===== src/rtl/hazard_pkg.sv =====
// rtl/hazard_pkg.sv - shared types and constants for the pipeline hazard sequencer
package hazard_pkg;

    localparam int REG_ADDR_W = 5;

    // Canonical RISC-V NOP (addi x0,x0,0) loaded by the datapath on bubble/flush
    localparam logic [31:0] NOP_INSN = 32'h0000_0013;

    typedef enum logic [1:0] {
        ST_RUN     = 2'd0,
        ST_LDUSE   = 2'd1,
        ST_MEMWAIT = 2'd2,
        ST_FLUSH   = 2'd3
    } hz_state_t;

    typedef struct packed {
        logic pc_en;
        logic ifid_en;
        logic ifid_flush;
        logic idex_bubble;
        logic exmem_en;
    } hz_ctrl_t;

    localparam hz_ctrl_t CTRL_RUN    = hz_ctrl_t'(5'b11001);
    localparam hz_ctrl_t CTRL_STALL  = hz_ctrl_t'(5'b00011);
    localparam hz_ctrl_t CTRL_FREEZE = hz_ctrl_t'(5'b00000);
    localparam hz_ctrl_t CTRL_FLUSH  = hz_ctrl_t'(5'b11111);
    localparam hz_ctrl_t CTRL_RESET  = hz_ctrl_t'(5'b00111);

endpackage


===== src/rtl/hazard_stall_controller_if.sv =====
// rtl/hazard_stall_controller_if.sv - ID/EX hazard inputs and pipeline control outputs
interface hazard_stall_controller_if #(
    parameter int CNT_W = 16
);
    import hazard_pkg::*;

    logic [REG_ADDR_W-1:0] id_rs1_a;
    logic [REG_ADDR_W-1:0] id_rs2_a;
    logic [REG_ADDR_W-1:0] id_rs1_b;
    logic [REG_ADDR_W-1:0] id_rs2_b;
    logic                  id_valid;
    logic [REG_ADDR_W-1:0] idex_rd1;
    logic [REG_ADDR_W-1:0] idex_rd2;
    logic                  idex_memrd1;
    logic                  idex_memrd2;
    logic                  br_taken;
    logic                  mem_busy;
    logic                  pc_en;
    logic                  ifid_en;
    logic                  ifid_flush;
    logic                  idex_bubble;
    logic                  exmem_en;
    logic [1:0]            state_o;
    logic [CNT_W-1:0]      stall_cnt;

    modport slave (
        input  id_rs1_a, id_rs2_a, id_rs1_b, id_rs2_b, id_valid,
        input  idex_rd1, idex_rd2, idex_memrd1, idex_memrd2,
        input  br_taken, mem_busy,
        output pc_en, ifid_en, ifid_flush, idex_bubble, exmem_en,
        output state_o, stall_cnt
    );

    modport master (
        output id_rs1_a, id_rs2_a, id_rs1_b, id_rs2_b, id_valid,
        output idex_rd1, idex_rd2, idex_memrd1, idex_memrd2,
        output br_taken, mem_busy,
        input  pc_en, ifid_en, ifid_flush, idex_bubble, exmem_en,
        input  state_o, stall_cnt
    );

endinterface


===== src/rtl/hazard_detect.sv =====
// rtl/hazard_detect.sv - combinational load-use compare, 4 ID sources x 2 EX load destinations
module hazard_detect
    import hazard_pkg::*;
#(
    parameter int IGNORE_R0 = 0
) (
    input  logic [REG_ADDR_W-1:0] rs1_a,
    input  logic [REG_ADDR_W-1:0] rs2_a,
    input  logic [REG_ADDR_W-1:0] rs1_b,
    input  logic [REG_ADDR_W-1:0] rs2_b,
    input  logic                  valid,
    input  logic [REG_ADDR_W-1:0] rd1,
    input  logic [REG_ADDR_W-1:0] rd2,
    input  logic                  memrd1,
    input  logic                  memrd2,
    output logic                  ldu
);

    function automatic logic src_hit(input logic [REG_ADDR_W-1:0] src);
        logic hit;
        hit = (memrd1 && (src == rd1)) || (memrd2 && (src == rd2));
        if ((IGNORE_R0 != 0) && (src == '0)) begin
            hit = 1'b0;
        end
        return hit;
    endfunction

    always_comb begin
        ldu = valid && (src_hit(rs1_a) || src_hit(rs2_a) ||
                        src_hit(rs1_b) || src_hit(rs2_b));
    end

endmodule


===== src/rtl/hazard_stall_controller.sv =====
// rtl/hazard_stall_controller.sv - stall/flush/freeze sequencer; HAZARD_STALL_CNT_EN adds a saturating stall counter
module hazard_stall_controller
    import hazard_pkg::*;
#(
    parameter int FLUSH_CYCLES = 1,
    parameter int IGNORE_R0    = 0,
    parameter int CNT_W        = 16
) (
    input  logic                      clk,
    input  logic                      rst,
    hazard_stall_controller_if.slave  hz
);

    // The branch cycle in RUN is the first flush cycle, so FLUSH holds for FLUSH_CYCLES-1 more
    localparam logic       GO_FLUSH   = (FLUSH_CYCLES > 1);
    localparam logic [1:0] FLUSH_LOAD = GO_FLUSH ? 2'(FLUSH_CYCLES - 2) : 2'd0;

    hz_state_t state, state_n;
    logic [1:0] fcnt, fcnt_n;
    hz_ctrl_t   ctrl;
    logic       ldu;

    hazard_detect #(.IGNORE_R0(IGNORE_R0)) u_detect (
        .rs1_a  (hz.id_rs1_a),
        .rs2_a  (hz.id_rs2_a),
        .rs1_b  (hz.id_rs1_b),
        .rs2_b  (hz.id_rs2_b),
        .valid  (hz.id_valid),
        .rd1    (hz.idex_rd1),
        .rd2    (hz.idex_rd2),
        .memrd1 (hz.idex_memrd1),
        .memrd2 (hz.idex_memrd2),
        .ldu    (ldu)
    );

    always_ff @(posedge clk) begin
        if (rst) begin
            state <= ST_RUN;
            fcnt  <= 2'd0;
        end else begin
            state <= state_n;
            fcnt  <= fcnt_n;
        end
    end

    always_comb begin
        state_n = state;
        fcnt_n  = fcnt;
        ctrl    = CTRL_RUN;
        case (state)
            ST_RUN, ST_LDUSE: begin
                state_n = ST_RUN;
                if (hz.mem_busy) begin
                    ctrl    = CTRL_FREEZE;
                    state_n = ST_MEMWAIT;
                end else if (hz.br_taken) begin
                    ctrl = CTRL_FLUSH;
                    if (GO_FLUSH) begin
                        state_n = ST_FLUSH;
                        fcnt_n  = FLUSH_LOAD;
                    end
                end else if (ldu) begin
                    ctrl    = CTRL_STALL;
                    state_n = ST_LDUSE;
                end
            end
            ST_MEMWAIT: begin
                ctrl = CTRL_FREEZE;
                if (!hz.mem_busy) begin
                    state_n = ST_RUN;
                end
            end
            ST_FLUSH: begin
                if (hz.mem_busy) begin
                    ctrl = CTRL_FREEZE;
                end else begin
                    ctrl = CTRL_FLUSH;
                    if (fcnt == 2'd0) begin
                        state_n = ST_RUN;
                    end else begin
                        fcnt_n = fcnt - 2'd1;
                    end
                end
            end
            default: state_n = ST_RUN;
        endcase
        if (rst) begin
            ctrl = CTRL_RESET;
        end
    end

    assign hz.pc_en       = ctrl.pc_en;
    assign hz.ifid_en     = ctrl.ifid_en;
    assign hz.ifid_flush  = ctrl.ifid_flush;
    assign hz.idex_bubble = ctrl.idex_bubble;
    assign hz.exmem_en    = ctrl.exmem_en;
    assign hz.state_o     = state;

`ifdef HAZARD_STALL_CNT_EN
    logic [CNT_W-1:0] cnt;

    always_ff @(posedge clk) begin
        if (rst) begin
            cnt <= '0;
        end else if (!ctrl.pc_en && (cnt != {CNT_W{1'b1}})) begin
            cnt <= cnt + 1'b1;
        end
    end

    assign hz.stall_cnt = cnt;
`else
    assign hz.stall_cnt = {CNT_W{1'b0}};
`endif

endmodule


===== src/flat_wrapper.sv =====
// flat-port wrapper written by rule: the top's interface ports become plain ports
module hazard_stall_controller_flat import hazard_pkg::*;
#(
    parameter int FLUSH_CYCLES = 1,
    parameter int IGNORE_R0    = 0,
    parameter int CNT_W        = 16
)
  (clk, rst, hz_id_rs1_a, hz_id_rs2_a, hz_id_rs1_b, hz_id_rs2_b, hz_id_valid, hz_idex_rd1, hz_idex_rd2, hz_idex_memrd1, hz_idex_memrd2, hz_br_taken, hz_mem_busy, hz_pc_en, hz_ifid_en, hz_ifid_flush, hz_idex_bubble, hz_exmem_en, hz_state_o, hz_stall_cnt);
  hazard_stall_controller_if #(.CNT_W(CNT_W)) hz_i ();
  input  logic clk;
  input  logic rst;
  input wire logic [$bits(hz_i.id_rs1_a)-1:0] hz_id_rs1_a;
  input wire logic [$bits(hz_i.id_rs2_a)-1:0] hz_id_rs2_a;
  input wire logic [$bits(hz_i.id_rs1_b)-1:0] hz_id_rs1_b;
  input wire logic [$bits(hz_i.id_rs2_b)-1:0] hz_id_rs2_b;
  input wire logic [$bits(hz_i.id_valid)-1:0] hz_id_valid;
  input wire logic [$bits(hz_i.idex_rd1)-1:0] hz_idex_rd1;
  input wire logic [$bits(hz_i.idex_rd2)-1:0] hz_idex_rd2;
  input wire logic [$bits(hz_i.idex_memrd1)-1:0] hz_idex_memrd1;
  input wire logic [$bits(hz_i.idex_memrd2)-1:0] hz_idex_memrd2;
  input wire logic [$bits(hz_i.br_taken)-1:0] hz_br_taken;
  input wire logic [$bits(hz_i.mem_busy)-1:0] hz_mem_busy;
  output wire logic [$bits(hz_i.pc_en)-1:0] hz_pc_en;
  output wire logic [$bits(hz_i.ifid_en)-1:0] hz_ifid_en;
  output wire logic [$bits(hz_i.ifid_flush)-1:0] hz_ifid_flush;
  output wire logic [$bits(hz_i.idex_bubble)-1:0] hz_idex_bubble;
  output wire logic [$bits(hz_i.exmem_en)-1:0] hz_exmem_en;
  output wire logic [$bits(hz_i.state_o)-1:0] hz_state_o;
  output wire logic [$bits(hz_i.stall_cnt)-1:0] hz_stall_cnt;
  assign hz_i.id_rs1_a = hz_id_rs1_a;
  assign hz_i.id_rs2_a = hz_id_rs2_a;
  assign hz_i.id_rs1_b = hz_id_rs1_b;
  assign hz_i.id_rs2_b = hz_id_rs2_b;
  assign hz_i.id_valid = hz_id_valid;
  assign hz_i.idex_rd1 = hz_idex_rd1;
  assign hz_i.idex_rd2 = hz_idex_rd2;
  assign hz_i.idex_memrd1 = hz_idex_memrd1;
  assign hz_i.idex_memrd2 = hz_idex_memrd2;
  assign hz_i.br_taken = hz_br_taken;
  assign hz_i.mem_busy = hz_mem_busy;
  assign hz_pc_en = hz_i.pc_en;
  assign hz_ifid_en = hz_i.ifid_en;
  assign hz_ifid_flush = hz_i.ifid_flush;
  assign hz_idex_bubble = hz_i.idex_bubble;
  assign hz_exmem_en = hz_i.exmem_en;
  assign hz_state_o = hz_i.state_o;
  assign hz_stall_cnt = hz_i.stall_cnt;
  hazard_stall_controller #(.FLUSH_CYCLES(FLUSH_CYCLES), .IGNORE_R0(IGNORE_R0), .CNT_W(CNT_W)) u_core (.clk(clk), .rst(rst), .hz(hz_i));
endmodule

===== config.mk =====
export PLATFORM = sky130hd
export DESIGN_NAME = hazard_stall_controller_flat
export DESIGN_NICKNAME = d
export VERILOG_FILES = /design/src/rtl/hazard_pkg.sv /design/src/rtl/hazard_stall_controller_if.sv /design/src/rtl/hazard_detect.sv /design/src/rtl/hazard_stall_controller.sv /design/src/flat_wrapper.sv
export SDC_FILE = /design/constraint.sdc
export NUM_CORES = 1
export LEC_CHECK = 0
export ABC_CLOCK_PERIOD_IN_PS = 1650
export CORE_MARGIN = 2
export CORE_UTILIZATION = 35
export CTS_BUF_LIST = sky130_fd_sc_hd__clkbuf_16
export CTS_CLUSTER_DIAMETER = 150
export DETAILED_ROUTE_END_ITERATION = 8
export PLACE_DENSITY_LB_ADDON = 0.08
export SYNTH_ARGS = -nofsm -noshare
export SYNTH_HDL_FRONTEND = slang
export SYNTH_HIERARCHICAL = 1
export SYNTH_SLANG_ARGS = --single-unit

===== constraint.sdc =====
create_clock -name clk -period 1.65 [get_ports clk]
set_input_delay 0.165 -clock clk [delete_from_list [all_inputs] [get_ports clk]]
set_output_delay 0.165 -clock clk [all_outputs]
set_load 0.05 [all_outputs]

==> metrics <==
outcome complete, but fails checks; failing checks setup timing; number of inserted diodes 0; max-slew violation count 0; unrepaired setup endpoints after global routing yes; Yosys reg bits 4; Max IR drop VDD 753 uV; DRT Pass-1 Iters 2; Syn Area/Cell ~7.8 um^2; WP data required about 1.5 ns; most common cell after layout, fill and taps aside conb_1; Die X 53.1 um; Core Box Area ~2200 um^2; pwr dens 602 nW/um^2; static leakage 0.654 nW; DRC 0; Die H 53.1 um; setup_tns -0.426 ns; fin nets between 150 and 200; Post-Synthesis Cells 108; Clock transition at path regs 0.03 ns; CTS Root Buffer Type clkbuf_16; crit path DAT 1.65 ns; Layout area overhead 83.5%; HP Class reg2reg; initial drt markers 4; Slowest Stage Delay on Critical Path just under 0.3 ns; hold buffer count at cts 0; post-synthesis cell type count 27; HPWL Detailed approximately 1800 um; number of H-tree levels 1; final hold violations 0; fmax 0.550 GHz; Final Critical Period 1.82 ns; Tot Pwr between 0.0009 and 0.001 W; RePlAce Congestion about 0.79; max-cap violations 0; Sink Count 4; Vias per Instance 4.59; CP max-delay cell nor4_2; Clock Skew 0.00205 ns; antenna violations before repair 0; worst-path cell chain buf_8, buf_6, xor2_2, nor3_2, nor4_2, o22ai_1, nand2b_1, nor2_2, nor3b_4, buf_12; WL/cell around 12 um; clk_lat worst skew between 0.2 and 0.25 ns; final worst-path cycle share 110%; final wirelength around 2300 um; Critical Setup Path Class in2out; CTS tree done; Initial Util ~38%; total CTS buffers 3; vias in the first global route 840; first-pass GRT wire length 3390 um; sum of buffers and inverters on the critical path 3; Site Rows 17; CP Max Fanout 4; Worst setup SP type primary input; die area 2810 um^2; Final Util 69.2%; CTS max path bufs 2; global-route usage over all layers 16.3%; Worst path top cell family by delay simple AND/OR/NAND/NOR gates; largest net degree at the start of global routing 8; share of cells above drive strength 1 50.0%; IO Count 60; I/O Buffers 43; most frequent cells in the layout conb_1 (16), buf_6 (15), xnor2_1 (15), buf_2 (14), xor2_1 (12); setup ws final -0.168 ns; crit end category output pin; Syn. warnings 6; endpoints failing setup 3; sequential share of the synthesized area about a tenth; number of nets still failing antenna checks after routing 0; grt ovf 0; Mapped Area ~840 um^2; DR vias 853
-- cell families (layout without fill, tap and decap cells) --
kind of cell | Yosys count | in the layout | share of synthesized area [%]
other | 1 | 16 | 0.445
AOI/OAI and AO/OA | 7 | 7 | 6.84
xor gates and xnor gates | 41 | 41 | 42.6
and+or+nand+nor | 33 | 33 | 22.0
adders and majority gates | 1 | 1 | 1.49
buffers and inverters | 21 | 56 | 17.1
DFF | 4 | 4 | 9.51
-- flip-flops by register name (all words and copies together), names as in the netlist --
name,count
u_core/hz.state_o,2
u_core/fcnt,2
-- layout make-up --
| cell class | count | area (um^2) |
|---|---|---|
| multi-input cells | 98 | 846 |
| fillers | 175 | 688 |
| repair buffers | 50 | 498 |
| flip-flops and latches | 4 | 80.1 |
| clock buffers | 3 | 75.1 |
| well taps | 28 | 35.0 |
| inverters | 3 | 11.3 |
-- worst paths after layout --
| path | from | end | slack [ns] | cells after the start |
|---|---|---|---|---|
| worst min-delay path | u_core/fcnt[1] | u_core/fcnt[1] | 0.51 | 2 |
| worst max register to register | u_core/fcnt[0] | u_core/fcnt[1] | 0.40 | 5 |
| worst min register to register | u_core/fcnt[1] | u_core/fcnt[1] | 0.51 | 2 |
| worst max-delay path | hz_idex_rd2[3] | hz_pc_en | -0.17 | 10 |
-- layer usage --
layer  routed length [um]  vias to the layer above  GRT usage (%)
met4                    0                        0           3.85
li1                     -                      419              -
met5                    0                        -              0
met2                 1200                       38           30.0
met3                  201                        0           4.24
met1                  867                      396           18.6
-- worst min-delay path, delay by kind of cell (launching register included) --
kind | cells | cell delay, ns
AOI/OAI and AO/OA | 1 | 0.05
DFF | 1 | 0.30
and+or+nand+nor | 1 | 0.11
-- where the power goes --
group / switching [W] / internal [W] / leakage (nW) / total [W]
registers: 0.00000262 / 0.0000990 / 0.0325 / 0.000102
clock network: 0.0000644 / 0.000309 / 0.0370 / 0.000374
logic: 0.000250 / 0.000205 / 0.585 / 0.000455
-- per-stage QoR --
step | worst slack [ns] | hold WS (ns) | instances | area [um^2]
global placement | -0.666 | 0.500 | 180 | 1320
detailed placement | -0.713 | 0.510 | 180 | 1320
floorplan | -0.378 | 0.230 | 123 | 925
global route | -0.290 | 0.535 | 186 | 1550
finish | -0.168 | 0.512 | 186 | 1550
CTS | -0.185 | 0.517 | 186 | 1490
-- cell usage after synthesis --
library cell / n / area [um^2]
ha_1: 1 / 12.5
or2_2: 1 / 6.26
and4bb_4: 1 / 16.3
inv_1: 3 / 11.3
nand3_1: 8 / 40.0
nor2b_1: 1 / 6.26
xor2_1: 16 / 140
buf_4: 17 / 128
or2_1: 1 / 6.26
dfxtp_1: 4 / 80.1
nand2b_1: 2 / 12.5
o21ba_2: 1 / 10.0
xnor2_1: 25 / 219
o22ai_1: 1 / 6.26
nand2_1: 3 / 11.3
o32a_1: 1 / 10.0
clkbuf_2: 1 / 5.00
nor3b_1: 1 / 7.51
nor3_2: 1 / 10.0
a211oi_2: 1 / 12.5
nor2_2: 1 / 6.26
nor4_1: 2 / 12.5
conb_1: 1 / 3.75
nor3_1: 7 / 35.0
a211o_1: 1 / 8.76
nor2_1: 4 / 15.0
a21oi_1: 2 / 10.0
-- repair_timing --
action	in CTS	in global routing
pin swaps	33	4
resized for setup	166	11
endpoints found under the setup margin	4	4
buffers inserted	3	0
No activity file was read; power rests on OpenSTA's default activity.
